$ cat src/rtl/pipe_stage_elastic.sv
// Elastic pipeline boundary: control + data bundle, valid/ready handshake, 2-entry skid, flush, bubbles.
// Optional PIPE_STAGE_STAT_EN adds stall_cnt / drop_cnt statistics outputs.
module pipe_stage_elastic #(
  parameter int                CTRL_W   = 8,
  parameter int                DATA_W   = 64,
  parameter logic [CTRL_W-1:0] CTRL_RST = {CTRL_W{1'b0}}
) (
  input  logic              clk,
  input  logic              rst,
  input  logic              in_valid,
  output logic              in_ready,
  input  logic [CTRL_W-1:0] in_ctrl,
  input  logic [DATA_W-1:0] in_data,
  input  logic              flush,
  output logic              out_valid,
  input  logic              out_ready,
  output logic [CTRL_W-1:0] out_ctrl,
  output logic [DATA_W-1:0] out_data,
`ifdef PIPE_STAGE_STAT_EN
  output logic [15:0]       stall_cnt,
  output logic [7:0]        drop_cnt,
`endif
  output logic [1:0]        occupancy
);

  logic              r_main_valid;
  logic [CTRL_W-1:0] r_main_ctrl;
  logic [DATA_W-1:0] r_main_data;
  logic              r_skid_valid;
  logic [CTRL_W-1:0] r_skid_ctrl;
  logic [DATA_W-1:0] r_skid_data;

  logic w_acc;
  logic w_pop;

  // in_ready comes straight from the skid flop, so out_ready never reaches it combinationally
  assign in_ready  = ~r_skid_valid;
  assign out_valid = r_main_valid;
  assign out_data  = r_main_data;
  assign out_ctrl  = r_main_valid ? r_main_ctrl : CTRL_RST;
  assign occupancy = {1'b0, r_main_valid} + {1'b0, r_skid_valid};

  assign w_acc = in_valid & ~r_skid_valid;
  assign w_pop = r_main_valid & out_ready;

  always_ff @(posedge clk) begin
    if (rst) begin
      r_main_valid <= 1'b0;
      r_main_ctrl  <= CTRL_RST;
      r_main_data  <= {DATA_W{1'b0}};
      r_skid_valid <= 1'b0;
      r_skid_ctrl  <= CTRL_RST;
      r_skid_data  <= {DATA_W{1'b0}};
    end else if (flush) begin
      // data registers deliberately keep their contents
      r_main_valid <= 1'b0;
      r_main_ctrl  <= CTRL_RST;
      r_skid_valid <= 1'b0;
      r_skid_ctrl  <= CTRL_RST;
    end else if (!r_main_valid) begin
      if (w_acc) begin
        r_main_valid <= 1'b1;
        r_main_ctrl  <= in_ctrl;
        r_main_data  <= in_data;
      end
    end else if (!r_skid_valid) begin
      if (w_pop && w_acc) begin
        r_main_ctrl <= in_ctrl;
        r_main_data <= in_data;
      end else if (w_pop) begin
        r_main_valid <= 1'b0;
      end else if (w_acc) begin
        r_skid_valid <= 1'b1;
        r_skid_ctrl  <= in_ctrl;
        r_skid_data  <= in_data;
      end
    end else if (w_pop) begin
      r_main_ctrl  <= r_skid_ctrl;
      r_main_data  <= r_skid_data;
      r_skid_valid <= 1'b0;
    end
  end

`ifdef PIPE_STAGE_STAT_EN
  logic [15:0] r_stall_cnt;
  logic [7:0]  r_drop_cnt;

  assign stall_cnt = r_stall_cnt;
  assign drop_cnt  = r_drop_cnt;

  // saturating statistics; flush does not clear them
  always_ff @(posedge clk) begin
    if (rst) begin
      r_stall_cnt <= 16'd0;
      r_drop_cnt  <= 8'd0;
    end else begin
      if (r_main_valid && !out_ready && (r_stall_cnt != 16'hFFFF))
        r_stall_cnt <= r_stall_cnt + 16'd1;
      if (flush && r_main_valid && (r_drop_cnt != 8'hFF))
        r_drop_cnt <= r_drop_cnt + 8'd1;
    end
  end
`endif

endmodule
$ cat config.mk
export PLATFORM = sky130hd
export DESIGN_NAME = pipe_stage_elastic
export DESIGN_NICKNAME = d
export VERILOG_FILES = /design/src/rtl/pipe_stage_elastic.sv
export SDC_FILE = /design/constraint.sdc
export NUM_CORES = 1
export LEC_CHECK = 0
export CORE_UTILIZATION = 55
export DETAILED_ROUTE_END_ITERATION = 16
export PLACE_DENSITY = 0.85
export SLEW_MARGIN = 20
export SYNTH_ARGS = -nofsm -noshare
export SYNTH_HDL_FRONTEND = slang
export SYNTH_SLANG_ARGS = --single-unit
$ cat constraint.sdc
create_clock -name clk -period 7.15 [get_ports clk]
set_clock_uncertainty 0.2 [all_clocks]
set_input_delay 1.0725 -clock clk [delete_from_list [all_inputs] [get_ports clk]]
set_output_delay 1.0725 -clock clk [all_outputs]
set_load 0.02 [all_outputs]
Yosys cells after proc, flatten, opt, wreduce, memory -nomap -nowiden

Index checks and enable logic that the tools add are counted.

$add $sub $neg: 1
Muxes and demuxes: 19
Reduce and logical (&&, ||, !) cells: 7
Bitwise gates (word level): 6
Equal/unequal tests: 2

Operator list:

| kind               | number |
|---|---|
| $mux 64            | 5 |
| $mux 8             | 6 |
| $mux 1             | 8 |
| $reduce_and 6->1   | 1 |
| $reduce_and 5->1   | 1 |
| $not 1->1          | 4 |
| $reduce_and 4->1   | 1 |
| $ne 3x1->1 const B | 1 |
| $ne 3x2->1 const B | 1 |
| $reduce_and 3->1   | 1 |
| $add 1x1->2        | 1 |
| $and 1x1->1        | 2 |
| $reduce_bool 2->1  | 1 |
| $reduce_or 2->1    | 1 |
| $logic_and 1x1->1  | 1 |

Bits in registers: 146
Input bits: 77

Logic depth before layout (Yosys ltp)

Word-level depth: 6
Depth in mapped cells: 8
Mapped depth without buffers: 5

Worst setup path before layout

OpenSTA, ideal clock, no wires.

Path kind: register to output
Start: register r_main_valid, in the netlist out_valid
End: output out_ctrl[0]
Buffers on the path: 3
Path slack: 4.479 ns
Cell stages (with the launch flop): 5
Arrival: 1.398 ns
Required time: 5.878 ns
Cell sequence: dfxtp_1 clkbuf_1 clkbuf_1 clkbuf_1 and2_1

Cells in the longest elaborated chain, start to end: 1

RTL lines:

| item                   | RTL line | source |
|---|---|---|
| from (decl)            | 26       | `logic r_main_valid;` |
| from (signal assigned) | 48       | `r_main_valid <= 1'b0;` |
| from (signal assigned) | 56       | `r_main_valid <= 1'b0;` |
| from (signal assigned) | 62       | `r_main_valid <= 1'b1;` |
| $mux 8                 | 40       | `assign out_ctrl = r_main_valid ? r_main_ctrl : CTRL_RST;` |
| to (decl)              | 17       | `output logic [CTRL_W-1:0] out_ctrl,` |

No other way between the ends.

Worst setup path in the final report

Start: register r_skid_valid
End: output occupancy[0]

Cells in the longest elaborated chain, start to end: 1

RTL lines:

| item                   | RTL line | source |
|---|---|---|
| from (decl)            | 29       | `logic r_skid_valid;` |
| from (signal assigned) | 51       | `r_skid_valid <= 1'b0;` |
| from (signal assigned) | 58       | `r_skid_valid <= 1'b0;` |
| from (signal assigned) | 73       | `r_skid_valid <= 1'b1;` |
| $add 1x1->2            | 41       | `assign occupancy = {1'b0, r_main_valid} + {1'b0, r_skid_valid};` |
| to (decl)              | 23       | `output logic [1:0] occupancy` |

No other way between the ends.

==> results.sh <==
export IMPL_postCtsSetupRepairBufs=0
export IMPL_finalSetupViolations=0
export IMPL_cts_root_buf="clkbuf_16"
export IMPL_dpl_instance_area_sq_mm=0.00878
export IMPL_final_cell_mix="clkdlybuf4s50_1, dfxtp_1, a21oi_1"
export IMPL_cp_arrival_ps=2490
export IMPL_grt_pass1_vias=5801
export IMPL_ir_worst_vdd_uv=178
export IMPL_fmax_mhz=266
export IMPL_vias_per_cell=5.83
export IMPL_rsz0062_at_grt="false"
export IMPL_worst_endpoint_required_ps=5880
export IMPL_insertedDiodeCount=0
export IMPL_gr_usage_met3_pct=5.33
export IMPL_ctsHtreeMaxLevel=4
export IMPL_die_h_um=118
export IMPL_grt_pass1_wl_um=29000
export IMPL_finish_instance_area_sq_mm=0.00935
export IMPL_core_area_sq_mm=0.0128
export IMPL_synth_area_sq_mm=0.00735
export IMPL_dp_cells=1089
export IMPL_grt_util_all_layers_pct=25.7
export IMPL_cellPowerDensity_mw_per_mm2=214
export IMPL_ctsHoldBuffers=0
export IMPL_place_ws_ps=3090
export IMPL_grtUsageMet2_pct=41.2
export IMPL_crit_fanout=78
export IMPL_hold_viol_final=0
export IMPL_clk_pin_slew_ps=60
export IMPL_clock_path_buffers=2
export IMPL_gp_congestion=0.743
export IMPL_wl_per_cell_um=16.1
export IMPL_syn_avg_cell_area_sq_um=8.66
export IMPL_hold_class="reg -> reg"
export IMPL_fin_util_pct=72.9
export IMPL_die_area_sq_mm=0.0138
export IMPL_setup_ws_ps=3390
export IMPL_die_w_um=118
export IMPL_yosys_area_share_simple_pct=17.8
export IMPL_grt_max_degree=134
export IMPL_slew_violations=0
export IMPL_fin_crit_sh_pct=52.6
export IMPL_cts_sinks=146
export IMPL_start_util_pct=57.3
export IMPL_yosys_area_share_adder_pct=0.340
export IMPL_ys_types=32
export IMPL_num_rows=41
export IMPL_status="finished clean"
export IMPL_crit_type="reg -> out"
export IMPL_netlist_instances=849
export IMPL_synth_area_mux_share_pct=10.9
export IMPL_firstDrtPassIters=5
export IMPL_antenna_found_initial=0
export IMPL_drtIter0Drc=742
export IMPL_critPathCaptureType="output pin"
export IMPL_drive_above_1_share_pct=17.2
export IMPL_finalNetCount=1015
export IMPL_cts_resized=0
export IMPL_syn2layout_area_growth_pct=27.2
export IMPL_synthXorXnorAreaFrac_pct=0
export IMPL_vias=6541
export IMPL_syn_num_nets=928
export IMPL_busiest_layer="met2"
export IMPL_synth_seq_cells=146
export IMPL_insertion_delay_ps=430
export IMPL_cts_tree="done"
export IMPL_numPortBuffers=152
export IMPL_ant_nets=0
export IMPL_grt_ovfl_total=0
export IMPL_p_leak_nw=3.41
export IMPL_ys_seq_area_share_pct=39.8
export IMPL_ys_warn_count=0
export IMPL_synth_compound_area_share_pct=25.2
export IMPL_layout_commonest_cell="clkdlybuf4s50_1"
export IMPL_hpwl_um=10400
export IMPL_maxCapViolations=0
export IMPL_slew_headroom_pct=35.6
export IMPL_drt_total_wl_um=18000
export IMPL_worst_slew_pin_slew_ps=966
export IMPL_final_cells=1121
export IMPL_tns_ps=0
export IMPL_start_kind="register"
export IMPL_grt_use_met1_pct=33.4
export IMPL_synth_top_family_by_area="compound AO/OA/AOI/OAI gates"
export IMPL_drc=0
export IMPL_cts_made_buffers=17
export IMPL_period_minus_slack_ps=3760
export IMPL_ios=153
[through the flow]
| stage | total power [mW] | hold WS, ps |
|---|---|---|
| 2_1_floorplan | 1.04 | 234 |
| 3_5_place_dp | 1.16 | 251 |
| 4_1_cts | 2.01 | 258 |
| 3_3_place_gp | 1.15 | 242 |
| 5_1_grt | 2.06 | 288 |
| 6_report | 2.00 | 256 |
[synth_stat cells]
cell type / n / area, sq um
nand3_1: 136 / 681
a32oi_4: 1 / 27.5
mux2_1: 14 / 158
o21ai_0: 81 / 405
and2_1: 9 / 56.3
nor4bb_1: 1 / 10.0
buf_1: 7 / 26.3
a21boi_0: 8 / 60.1
buf_2: 25 / 125
nor2b_1: 64 / 400
nor3_1: 1 / 5.00
ha_1: 2 / 25.0
inv_1: 4 / 15.0
mux2i_1: 8 / 80.1
nand2_1: 10 / 37.5
a21oi_1: 138 / 691
and3_1: 8 / 50.1
nand2b_1: 1 / 6.26
dfxtp_1: 146 / 2920
nand3b_1: 1 / 7.51
o2bb2ai_1: 1 / 8.76
buf_6: 6 / 67.6
a32oi_2: 1 / 16.3
or2_2: 1 / 6.26
clkbuf_1: 56 / 210
nor2b_4: 1 / 13.8
mux2_2: 50 / 563
nor3b_2: 1 / 12.5
nor2_1: 1 / 3.75
a21bo_2: 64 / 641
and3b_1: 1 / 8.76
nand4bb_1: 1 / 11.3
[report_power, final]
group          switching, mW  internal [mW]  leakage, nW  total, mW
registers             0.0188          0.842         1.19      0.861
clock network          0.325          0.532        0.284      0.857
logic                  0.134          0.146         1.94      0.280
[path summary, 6_finish.rpt]
check / startpoint / end / slack (ps) / depth (start not counted)
worst max-delay path: r_skid_valid / occupancy[0] / 3390 / 4
worst min register to register: r_main_ctrl[3] / r_main_ctrl[3] / 260 / 2
worst min-delay path: r_main_ctrl[3] / r_main_ctrl[3] / 260 / 2
worst max register to register: r_skid_valid / out_data[12] / 3920 / 5
[critical path, cell delays in order, from the launching register on]
cell and delay [ps]:
dfxtp_4 850, inv_1 230, ha_1 330, inv_1 50, clkdlybuf4s50_1 590
[flip-flops by register name, summed over array words and instances, names as in the netlist]
| signal | cells |
|---|---|
| out_data | 64 |
| r_skid_data | 64 |
| r_main_ctrl | 8 |
| r_skid_ctrl | 8 |
| out_valid | 1 |
| r_skid_valid | 1 |
[logic make-up after synthesis]
logic type,after synthesis
AO/OA/AOI/OAI,294
AND/OR/NAND/NOR,237
flip-flops,146
buffers and inverters,98
multiplexers,72
adder cells (fa/ha/maj),2
[final cells by class]
class / instances / area, sq um
tap: 172 / 215
sequential: 146 / 2930
clock buffer: 28 / 527
fill: 987 / 3470
timing repair buffer: 162 / 1620
inverter: 4 / 15.0
multi-input combinational: 605 / 4010
clock inverter: 4 / 45.0
[metal layers]
| metal | vias to the layer above | part of all wire, % |
|---|---|---|
| li1 | 3176 | - |
| met1 | 3115 | 44 |
| met2 | 222 | 49 |
| met3 | 28 | 5.7 |
| met4 | 0 | 2.2 |
| met5 | - | 0 |
No activity file was read; power rests on OpenSTA's default activity.
